**config.mk**
```make
export PLATFORM = sky130hd
export DESIGN_NAME = led_matrix_column_scanner_flat
export DESIGN_NICKNAME = d
export VERILOG_FILES = /design/src/rtl/led_matrix_column_scanner_if.sv /design/src/rtl/led_matrix_column_scanner.sv /design/src/flat_wrapper.sv
export SDC_FILE = /design/constraint.sdc
export NUM_CORES = 1
export LEC_CHECK = 0
export CAP_MARGIN = 20
export CORE_UTILIZATION = 57
export CTS_BUF_LIST = sky130_fd_sc_hd__clkbuf_8
export DETAILED_ROUTE_END_ITERATION = 8
export GPL_TIMING_DRIVEN = 0
export PLACE_DENSITY_LB_ADDON = 0.12
export RECOVER_POWER = 50
export SLEW_MARGIN = 10
export SYNTH_ARGS = -nofsm -noshare
export SYNTH_HDL_FRONTEND = slang
export SYNTH_SLANG_ARGS = --single-unit
```
**constraint.sdc**
```tcl
create_clock -name clk -period 6.5 [get_ports clk]
set_input_delay 1.95 -clock clk [delete_from_list [all_inputs] [get_ports clk]]
set_output_delay 1.95 -clock clk [all_outputs]
set_load 0.05 [all_outputs]
```
**src/rtl/led_matrix_column_scanner_if.sv**
```systemverilog
// led_matrix_column_scanner_if: image/enable inputs and matrix drive lines of the column scanner
interface led_matrix_column_scanner_if #(
    parameter int NUM_COLS = 5,
    parameter int NUM_ROWS = 7
);
    logic                         enable;
    logic [NUM_COLS*NUM_ROWS-1:0] image_in;
    logic [NUM_COLS-1:0]          col_n;
    logic [NUM_ROWS-1:0]          rows;
    logic                         frame_done;
    modport master (output enable, image_in, input col_n, rows, frame_done);
    modport slave (input enable, image_in, output col_n, rows, frame_done);
endinterface

```
**src/rtl/led_matrix_column_scanner.sv**
```systemverilog
// led_matrix_column_scanner: blanked, tear-free column scan of a NUM_COLS x NUM_ROWS LED matrix
module led_matrix_column_scanner #(
    parameter int NUM_COLS     = 5,
    parameter int NUM_ROWS     = 7,
    parameter int DWELL_CYCLES = 1000,
    parameter int BLANK_CYCLES = 2
) (
    input logic clk,
    input logic reset,
    led_matrix_column_scanner_if.slave bus
);
    localparam int CW = NUM_COLS > 1 ? $clog2(NUM_COLS) : 1;
    localparam int BW = BLANK_CYCLES > 1 ? $clog2(BLANK_CYCLES) : 1;
    localparam int DW = DWELL_CYCLES > 1 ? $clog2(DWELL_CYCLES) : 1;
    typedef enum logic {BLANK, DRIVE} state_t;
    state_t                       state, state_n;
    logic [CW-1:0]                col_idx, col_idx_n;
    logic [BW-1:0]                bcnt, bcnt_n;
    logic [DW-1:0]                dcnt, dcnt_n;
    logic [NUM_COLS*NUM_ROWS-1:0] shadow, shadow_n;
    logic [NUM_COLS-1:0]          col_n_n;
    logic [NUM_ROWS-1:0]          rows_n;
    logic                         fd_n, b_last, d_last, c_last;
    assign b_last = bcnt == BW'(BLANK_CYCLES - 1);
    assign d_last = dcnt == DW'(DWELL_CYCLES - 1);
    assign c_last = col_idx == CW'(NUM_COLS - 1);
    // Outputs are registered from the next-state values so they line up with the state they describe
    always_comb begin
        state_n   = state;
        col_idx_n = col_idx;
        bcnt_n    = bcnt;
        dcnt_n    = dcnt;
        shadow_n  = shadow;
        if (!bus.enable) begin
            state_n   = BLANK;
            col_idx_n = '0;
            bcnt_n    = '0;
            dcnt_n    = '0;
        end else if (state == BLANK) begin
            if (col_idx == '0 && bcnt == '0) shadow_n = bus.image_in;
            state_n = b_last ? DRIVE : BLANK;
            bcnt_n  = b_last ? '0 : bcnt + 1'b1;
        end else begin
            state_n   = d_last ? BLANK : DRIVE;
            dcnt_n    = d_last ? '0 : dcnt + 1'b1;
            col_idx_n = !d_last ? col_idx : c_last ? '0 : col_idx + 1'b1;
        end
        col_n_n = state_n == DRIVE ? ~(NUM_COLS'(1) << col_idx_n) : '1;
        rows_n  = state_n == DRIVE ? shadow_n[int'(col_idx_n)*NUM_ROWS +: NUM_ROWS] : '0;
        fd_n    = state_n == DRIVE && col_idx_n == CW'(NUM_COLS - 1) && dcnt_n == DW'(DWELL_CYCLES - 1);
    end
    always_ff @(posedge clk or posedge reset) begin
        if (reset) begin
            state          <= BLANK;
            col_idx        <= '0;
            bcnt           <= '0;
            dcnt           <= '0;
            shadow         <= '0;
            bus.col_n      <= '1;
            bus.rows       <= '0;
            bus.frame_done <= 1'b0;
        end else begin
            state          <= state_n;
            col_idx        <= col_idx_n;
            bcnt           <= bcnt_n;
            dcnt           <= dcnt_n;
            shadow         <= shadow_n;
            bus.col_n      <= col_n_n;
            bus.rows       <= rows_n;
            bus.frame_done <= fd_n;
        end
    end
endmodule

```
**src/flat_wrapper.sv**
```systemverilog
// flat-port wrapper written by rule: the top's interface ports become plain ports
module led_matrix_column_scanner_flat 
#(
    parameter int NUM_COLS     = 5,
    parameter int NUM_ROWS     = 7,
    parameter int DWELL_CYCLES = 1000,
    parameter int BLANK_CYCLES = 2
)
  (clk, reset, bus_enable, bus_image_in, bus_col_n, bus_rows, bus_frame_done);
  led_matrix_column_scanner_if #(.NUM_COLS(NUM_COLS), .NUM_ROWS(NUM_ROWS)) bus_i ();
  input logic clk;
  input logic reset;
  input wire logic [$bits(bus_i.enable)-1:0] bus_enable;
  input wire logic [$bits(bus_i.image_in)-1:0] bus_image_in;
  output wire logic [$bits(bus_i.col_n)-1:0] bus_col_n;
  output wire logic [$bits(bus_i.rows)-1:0] bus_rows;
  output wire logic [$bits(bus_i.frame_done)-1:0] bus_frame_done;
  assign bus_i.enable = bus_enable;
  assign bus_i.image_in = bus_image_in;
  assign bus_col_n = bus_i.col_n;
  assign bus_rows = bus_i.rows;
  assign bus_frame_done = bus_i.frame_done;
  led_matrix_column_scanner #(.NUM_COLS(NUM_COLS), .NUM_ROWS(NUM_ROWS), .DWELL_CYCLES(DWELL_CYCLES), .BLANK_CYCLES(BLANK_CYCLES)) u_core (.clk(clk), .reset(reset), .bus(bus_i));
endmodule
```
# After elaboration in Yosys (flattened, before gate mapping)
# Cells that the tools add are included.
# word_totals
wordCells,44
input_bits,38
register_bits,63
# classes
bitwise,2
reduce_logical,4
eq_ne,5
n_addsub,3
multipliers,1
shifts,2
n_mux,19
# ops
cell,n
2-to-1 mux 35 bit,3
indexed part select 35 x 32 -> 7 bit,1
2-to-1 mux 10 bit,3
"equality test 10 bit, second input constant",2
2-to-1 mux 3 bit,4
"adder 10 x 1 -> 10 bit, second input constant",1
2-to-1 mux 1 bit,7
2-to-1 mux 7 bit,1
"equality test 3 bit, second input constant",2
"multiplier 3 x 3 -> 6 bit, second input constant",1
2-to-1 mux 5 bit,1
inverter 5 bit,1
"left shift 1 x 3 -> 5 bit, first input constant",1
"adder 3 x 1 -> 3 bit, second input constant",1
logical AND 1 bit,3
zero test 3 bit,1
"inequality test 2 bit, second input constant",1
"adder 1 bit, second input constant",1
inverter 1 bit,1

# Logic depth before layout (Yosys ltp)
# Gate-level depths: netlist (run 1).
# logic_depth
depth_word,8
ltp_mapped,9

# Worst setup path after synthesis (run 1)
# No wires, ideal clock.
# synth_timing
kind,input -> register
startpoint,in bus_enable
endpoint,reg u_core.bus.rows[0]
t_arrival_ns,3.409
n_path_buf,1
path_slack_ns,2.965
path_stages,6
cell_sequence,nor2b_1 -> and3_1 -> buf_2 -> mux2_2 -> mux2_2 -> a221o_1
# synth_between
elab_cells_between_ends,6
cone_classes,mul: 1; shift: 1; mux: 4
# synth_rtl
item,line_no,text
"start, declared",flat_wrapper.sv:13,input wire logic [$bits(bus_i.enable)-1:0] bus_enable;
2-to-1 mux 35 bit,led_matrix_column_scanner.sv:34,if (!bus.enable) begin
net u_core.shadow_n[14],led_matrix_column_scanner.sv:20,"logic [NUM_COLS*NUM_ROWS-1:0] shadow, shadow_n;"
indexed part select 35 x 32 -> 7 bit,led_matrix_column_scanner.sv:49,rows_n = state_n == DRIVE ? shadow_n[int'(col_idx_n)*NUM_ROWS +: NUM_ROWS] : '0;
2-to-1 mux 7 bit,led_matrix_column_scanner.sv:49,
net u_core.rows_n[0],led_matrix_column_scanner.sv:22,logic [NUM_ROWS-1:0] rows_n;
"end signal, assigned",led_matrix_column_scanner.sv:69,bus.rows <= rows_n;
"end, declared",led_matrix_column_scanner_if.sv:12,"modport slave (input enable, image_in, output col_n, rows, frame_done);"
# The timed path passes the listed nets, and every way through them passes these cells.
# A chain may end at the register's enable or synchronous reset.

# Worst setup path after layout (run 1)
# layout_timing
startpoint,in bus_enable
endpoint,reg u_core.bus.rows[4]
# layout_between
elab_chain_len,4
elab_cells_between_ends,6
cone_classes,mul: 1; shift: 1; mux: 4
# layout_rtl
item,line_no
2-to-1 mux 3 bit,led_matrix_column_scanner.sv:34
multiplier 3 x 3 -> 6 bit,led_matrix_column_scanner.sv:49
indexed part select 35 x 32 -> 7 bit,led_matrix_column_scanner.sv:49
2-to-1 mux 7 bit *,led_matrix_column_scanner.sv:49
net u_core.rows_n[4],led_matrix_column_scanner.sv:22
# Mark *: on every way through the listed nets, which the timed path passes. The rest lies on a longest branch.

==> results of run 1 <==
## cell families after synthesis
logic type	after synthesis	share of synthesized area, %
and+or+nand+nor	57	10.9
buffers and inverters	18	2.63
xor gates and xnor gates	8	2.41
DFF	63	54.5
muxes	52	21.4
AOI/OAI and AO/OA	27	6.85
adders and majority gates	3	1.29
## per-layer routing
layer | global-route usage (%) | vias up
met1 | 32.4 | 1017
met2 | 41.4 | 57
met4 | 8.97 | 0
met3 | 4.25 | 6
met5 | 0 | -
li1 | - | 942
## Yosys cell counts (all sizes together) (4+ instances only)
master,n,area share (%)
nor3,5,0.86
nor2b,4,0.86
inv,8,1.0
nand2b,4,0.86
mux2,37,14
clkbuf,4,0.52
dfrtp,58,50
o21ai,4,0.69
a2bb2oi,4,1.2
o41ai,5,1.5
nand2,12,1.6
a21oi,7,1.2
nor2,15,1.9
mux2i,11,3.9
xor2,5,1.5
dfstp,5,4.5
mux4,4,3.1
buf,5,0.95
## power by group through the flow
stage                     logic (mW)  registers, mW  clock network [mW]
after global routing           0.302          0.519               0.373
after CTS                      0.280          0.510               0.354
after detailed placement       0.279          0.517                   0
after global placement         0.269          0.511                   0
after floorplan                0.174          0.537                   0
final                          0.279          0.511               0.347
## sequential cells by signal, indices dropped and copies added, names as in the netlist
register and flops:
u_core.b_last 1, u_core.bus.col_n 5, u_core.bus.frame_done 1, u_core.state 1, u_core.dcnt 10, u_core.bus.rows 7
u_core.shadow 35, u_core.col_idx 3
## stage by stage
| stage | power, mW | cells | setup WS [ns] | hold slack [ns] | area [um2] |
|---|---|---|---|---|---|
| 2_1_floorplan | 0.711 | 228 | 2.96 | 0.447 | 2900 |
| 3_3_place_gp | 0.780 | 345 | 1.92 | 0.464 | 3490 |
| 3_5_place_dp | 0.797 | 345 | 1.94 | 0.466 | 3490 |
| 4_1_cts | 1.15 | 361 | 2.29 | 0.482 | 3700 |
| 5_1_grt | 1.19 | 362 | 1.97 | 0.509 | 3700 |
| 6_report | 1.14 | 362 | 2.20 | 0.480 | 3700 |
## cell usage in the layout (no fill, tap or decap), drive strengths merged, types with 3 or more instances in the layout
cell | netlist | layout
clkbuf | 4 | 16
nand3b | 3 | 3
nand2b | 4 | 4
dfstp | 5 | 5
clkdlybuf4s50 | 0 | 48
a21oi | 7 | 7
nand4 | 3 | 3
clkinv | 1 | 3
a2bb2oi | 4 | 4
nand2 | 12 | 12
nand3 | 3 | 3
nor2b | 4 | 4
o41ai | 5 | 5
ha | 3 | 3
nor3 | 5 | 5
mux2 | 37 | 37
a221o | 3 | 3
xor2 | 5 | 5
mux2i | 11 | 11
inv | 8 | 8
o21ai | 4 | 4
nor2 | 15 | 15
xnor2 | 3 | 3
mux4 | 4 | 4
dfrtp | 58 | 58
buf | 5 | 6
## area by class of cell
class / instances / area, um2
clock buffer: 12 / 165
multi-input combinational: 147 / 1240
tap: 67 / 83.8
timing repair buffer: 51 / 505
clock inverter: 4 / 43.8
fill: 332 / 1110
buffer: 9 / 42.5
sequential: 63 / 1580
inverter: 9 / 35.0
## worst max-delay path by stage
stage / from / to / slack [ns] / cells after the start
after floorplan: bus_enable / u_core.bus.rows[0]$_DFF_PP0_ / 2.96 / 6
after global placement: reset / u_core.shadow[4]$_DFF_PP0_ / 1.92 / 2
after detailed placement: bus_enable / u_core.bus.rows[4]$_DFF_PP0_ / 1.94 / 9
after CTS: bus_enable / u_core.bus.rows[4]$_DFF_PP0_ / 2.29 / 9
after global routing: reset / u_core.state$_DFF_PP0_ / 1.97 / 2
final: bus_enable / u_core.bus.rows[4]$_DFF_PP0_ / 2.20 / 9
## worst max-delay path, cell delays in order
cell	delay (ns)
dlygate4sd3_1	0.65
nor2b_1	0.22
and3_1	0.23
buf_4	0.23
buf_2	0.29
buf_2	0.31
mux2i_1	0.27
a2bb2oi_1	0.23
o41ai_1	0.11
==> flow_summary.yaml, run 1 <==
synth:
  ys.flop_type: "dfrtp_1"
  synthesis.area_mm2: 0.00290
  synth_edf_count: 0
  synth-seq-cells: 63
  syn_inst: 228
  ys_seq_area_share_pct: 54.5
  synthArstFlopShare_pct: 100
  synthDistinctLibCells: 40
  synth_fp_nets: 269
  synth_warnings: 0
  avgSynthCellArea_um2: 12.7
floorplanning:
  start_util_pct: 60.3
  die_area_mm2: 0.00538
  ioPinCount: 51
  die_w_um: 73.4
  row_count: 25
  die_y_um: 73.4
  core_area_mm2: 0.00482
detailed_routing:
  drt-initial-drc-count: 87
  vias: 2022
  drt_drc_violations_left: 0
  avgViaCountPerCell: 5.59
  finalWirelength_um: 5900
  post_drt_wl_per_cell_um: 16.3
  wl_met1_um: 2640
  topRoutingLayerUsed: "met4"
  wl_met2_um: 2980
  dr.pass1.iters: 5
  wl_met3_um: 249
  final_antenna_net_count: 0
hold_path:
  hold_class: "flop to flop"
  hold_depth: 2
  hp-start: "u_core.shadow[34]$_DFF_PP0_"
  holdPathEnd: "u_core.shadow[34]$_DFF_PP0_"
timing:
  setup_viol_count_final: 0
  worst_pin_slew_ns: 2.65
  slew_violations: 64
  skew_ns: 0.00715
  min_period_ns: 4.30
  rsz0062_at_grt: "false"
  timing.final.crit_share_pct: 66.1
  max_freq_ghz: 0.233
  final_hold_viol_count: 0
  fin_setup_tns_ns: 0
  slew_headroom_pct: -77.5
cts:
  hold_buffers: 0
  cts.path.max_buffers: 2
  cts_max_level: 3
  root_buffer: "clkbuf_8"
  cts_resized: 0
  cts_setup_buffers: 0
  clk_latency_ns: 0.33
  cts_tree: "yes"
  cts_buffers: 9
  clkTransAtPathRegs_ns: 0.07
  cts.sinks: 63
global_routing:
  grt_pass1_wl_um: 9720
  grt_usage_pct: 24.6
  grt_max_degree: 64
  overflow: 0
  antenna_found_initial: 0
  first_global_vias: 2049
cells_and_area:
  drive_above_1_share_pct: 24.4
  antennaDiodeCount: 0
  final_nets: 331
  fin_util_pct: 76.9
  syn2layout_area_growth_pct: 27.5
placement:
  hpwl_um: 4020
  numPortBuffers: 50
  gp_congestion: 0.840
worst_setup_path:
  endpoint_kind: "flop"
  worstPathArrival_ns: 4.49
  crit_path_max_fanout: 10
  r2r_cells: 6
  start_kind: "input port"
  rrSetupSlack_ns: 3.71
  required_ns: 6.69
  timing.rr.start: "u_core.dcnt[0]$_DFF_PP0_"
  r2r-end: "u_core.bus.rows[3]$_DFF_PP0_"
  path_class: "input port to flop"
pwr:
  switchingPower_uw: 301
  p_clk_share_pct: 30.6
  power_frac_comb_pct: 24.5
  ir_worst_vdd_uv: 190
  p_leak_nw: 1.56
  p_per_area_mw_per_mm2: 307
  power_frac_seq_pct: 44.9
  p_sw_share_pct: 26.5
  internal_power_uw: 836
run_status:
  status: "complete, but fails checks"
  violations: "capacitance limit, slew limit"
job:
  maxCapViolCount: 1
No activity file was read; power rests on OpenSTA's default activity.
==> run 2: changes to the inputs <==
CORE_UTILIZATION = 54   (was 57)
clock period = 4 ns   (was 6.5 ns; I/O delays follow)
==> flow_summary.yaml, run 2 (synthesized netlist as in run 1, its figures left out) <==
worst_setup_path:
  worst-path-buf-inv: 4
  crit_path_start: "bus_enable"
  required_ns: 4.22
  crit_top_cell: "buf_2"
  critical_path.cell_chain: "dlygate4sd3_1 > nor2b_1 > and3_1 > buf_4 > buf_2 > buf_2 > mux2i_1 > a2bb2oi_1 > o41ai_1"
  start_kind: "input port"
  crit_cells: 9
  crit_path_max_fanout: 10
  rrSetupSlack_ns: 0.91
  slowest_stage: "dlygate4sd3_1"
  timing.rr.start: "u_core.dcnt[0]$_DFF_PP0_"
  critical-path-top-delay-family: "buffers and inverters"
  r2r_cells: 6
  path_class: "input port to flop"
  r2r-end: "u_core.bus.rows[3]$_DFF_PP0_"
  endpoint_kind: "flop"
  worstPathArrival_ns: 3.66
  cp-endpoint: "u_core.bus.rows[5]$_DFF_PP0_"
  max_stage_delay_ns: 0.65
timing:
  slew_violations: 0
  whs_ns: 0.480
  skew_ns: 0.0100
  worst_pin_slew_ns: 0.789
  fin_ws_ns: 0.553
  min_period_ns: 3.45
  fin_setup_tns_ns: 0
  setup_viol_count_final: 0
  final_hold_viol_count: 0
  timing.final.crit_share_pct: 86.2
  slew_headroom_pct: 46.9
  rsz0062_at_grt: "false"
  max_freq_ghz: 0.290
cts:
  clkTransAtPathRegs_ns: 0.07
  cts.path.max_buffers: 2
  hold_buffers: 0
  cts_tree: "yes"
  clk_latency_ns: 0.34
  cts_resized: 0
  cts_buffers: 9
  root_buffer: "clkbuf_8"
  cts.sinks: 63
  cts_setup_buffers: 0
  cts_max_level: 3
placement:
  numPortBuffers: 50
  dp_slack_ns: 0.234
  postPlaceCellArea_mm2: 0.00349
  hpwl_um: 3850
  gp_congestion: 0.808
detailed_routing:
  drt-initial-drc-count: 84
  dr.pass1.iters: 4
  post_drt_wl_per_cell_um: 15.2
  vias: 1945
  avgViaCountPerCell: 5.34
  drt_drc_violations_left: 0
  finalWirelength_um: 5530
  final_antenna_net_count: 0
global_routing:
  grt_pass1_wl_um: 8890
  grt_usage_pct: 21.9
  overflow: 0
  first_global_vias: 1957
  antenna_found_initial: 0
  grt_max_degree: 64
cells_and_area:
  top_regs: "u_core.shadow (35), u_core.dcnt (10), u_core.bus.rows (7)"
  antennaDiodeCount: 0
  final_nets: 331
  finalInstanceArea_mm2: 0.00367
  final_cell_mix: "dfrtp_1, clkdlybuf4s50_1, mux2_2"
  largest_register_ffs: 35
  syn2layout_area_growth_pct: 26.3
  regMostFlops: "u_core.shadow"
  fin_util_pct: 71.3
  final_common_cell: "dfrtp_1"
  drive_above_1_share_pct: 24.1
run_status:
  status: "finished clean"
floorplanning:
  die_y_um: 75.3
  row_count: 26
  die_w_um: 75.3
  core_area_mm2: 0.00514
  die_area_mm2: 0.00568
  start_util_pct: 56.5
  ioPinCount: 51
pwr:
  p_per_area_mw_per_mm2: 486
  ir_worst_vdd_uv: 315
  p_leak_nw: 1.55
hold_path:
  hold_depth: 2
  hold_class: "flop to flop"
job:
  maxCapViolCount: 0
==> run 2: layout make-up <==
class	instances	area, um2
clock buffers	12	165
clock inverters	3	17.5
flip-flops and latches	63	1580
inverters	9	36.3
multi-input cells	147	1230
fillers	390	1470
repair buffers	51	505
plain buffers	9	42.5
well taps	70	87.6
==> run 2: how the worst min path moves through the flow <==
stage / startpoint / to / slack (ns)
2_1_floorplan: u_core.shadow[30]$_DFF_PP0_ / u_core.shadow[30]$_DFF_PP0_ / 0.45
3_3_place_gp: u_core.shadow[30]$_DFF_PP0_ / u_core.shadow[30]$_DFF_PP0_ / 0.46
3_5_place_dp: u_core.shadow[30]$_DFF_PP0_ / u_core.shadow[30]$_DFF_PP0_ / 0.47
4_1_cts: u_core.shadow[30]$_DFF_PP0_ / u_core.shadow[30]$_DFF_PP0_ / 0.48
5_1_grt: u_core.shadow[3]$_DFF_PP0_ / u_core.shadow[3]$_DFF_PP0_ / 0.51
6_report: u_core.shadow[30]$_DFF_PP0_ / u_core.shadow[30]$_DFF_PP0_ / 0.48
==> run 2: stage by stage <==
stage | instances | total power [mW]
finish | 364 | 1.78
global route | 364 | 1.87
CTS | 363 | 1.79
detailed placement | 348 | 1.29
global placement | 348 | 1.27
floorplan | 228 | 1.16
==> run 2: worst reg2reg max path: cells and delay by family, from the launching register on <==
| family | cells | cell delay, ns |
|---|---|---|
| and+or+nand+nor | 2 | 0.84 |
| DFF | 1 | 0.41 |
| AOI/OAI and AO/OA | 1 | 0.35 |
| muxes | 2 | 1.08 |
| adders and majority gates | 1 | 0.28 |
==> run 2: report_power, final <==
| part | internal (mW) | switching (mW) |
|---|---|---|
| Clock | 0.270 | 0.237 |
| Combinational | 0.240 | 0.206 |
| Sequential | 0.782 | 0.0463 |
| Total | 1.29 | 0.490 |
==> run 2: layer usage <==
layer,track usage [%],part of all wire [%],vias to the layer above,wire (um)
li1,-,-,945,-
met1,27.9,47,941,2600
met2,36.1,47,51,2600
met3,6.22,4.8,8,264
met4,7.82,1.1,0,63
met5,0,0,-,0
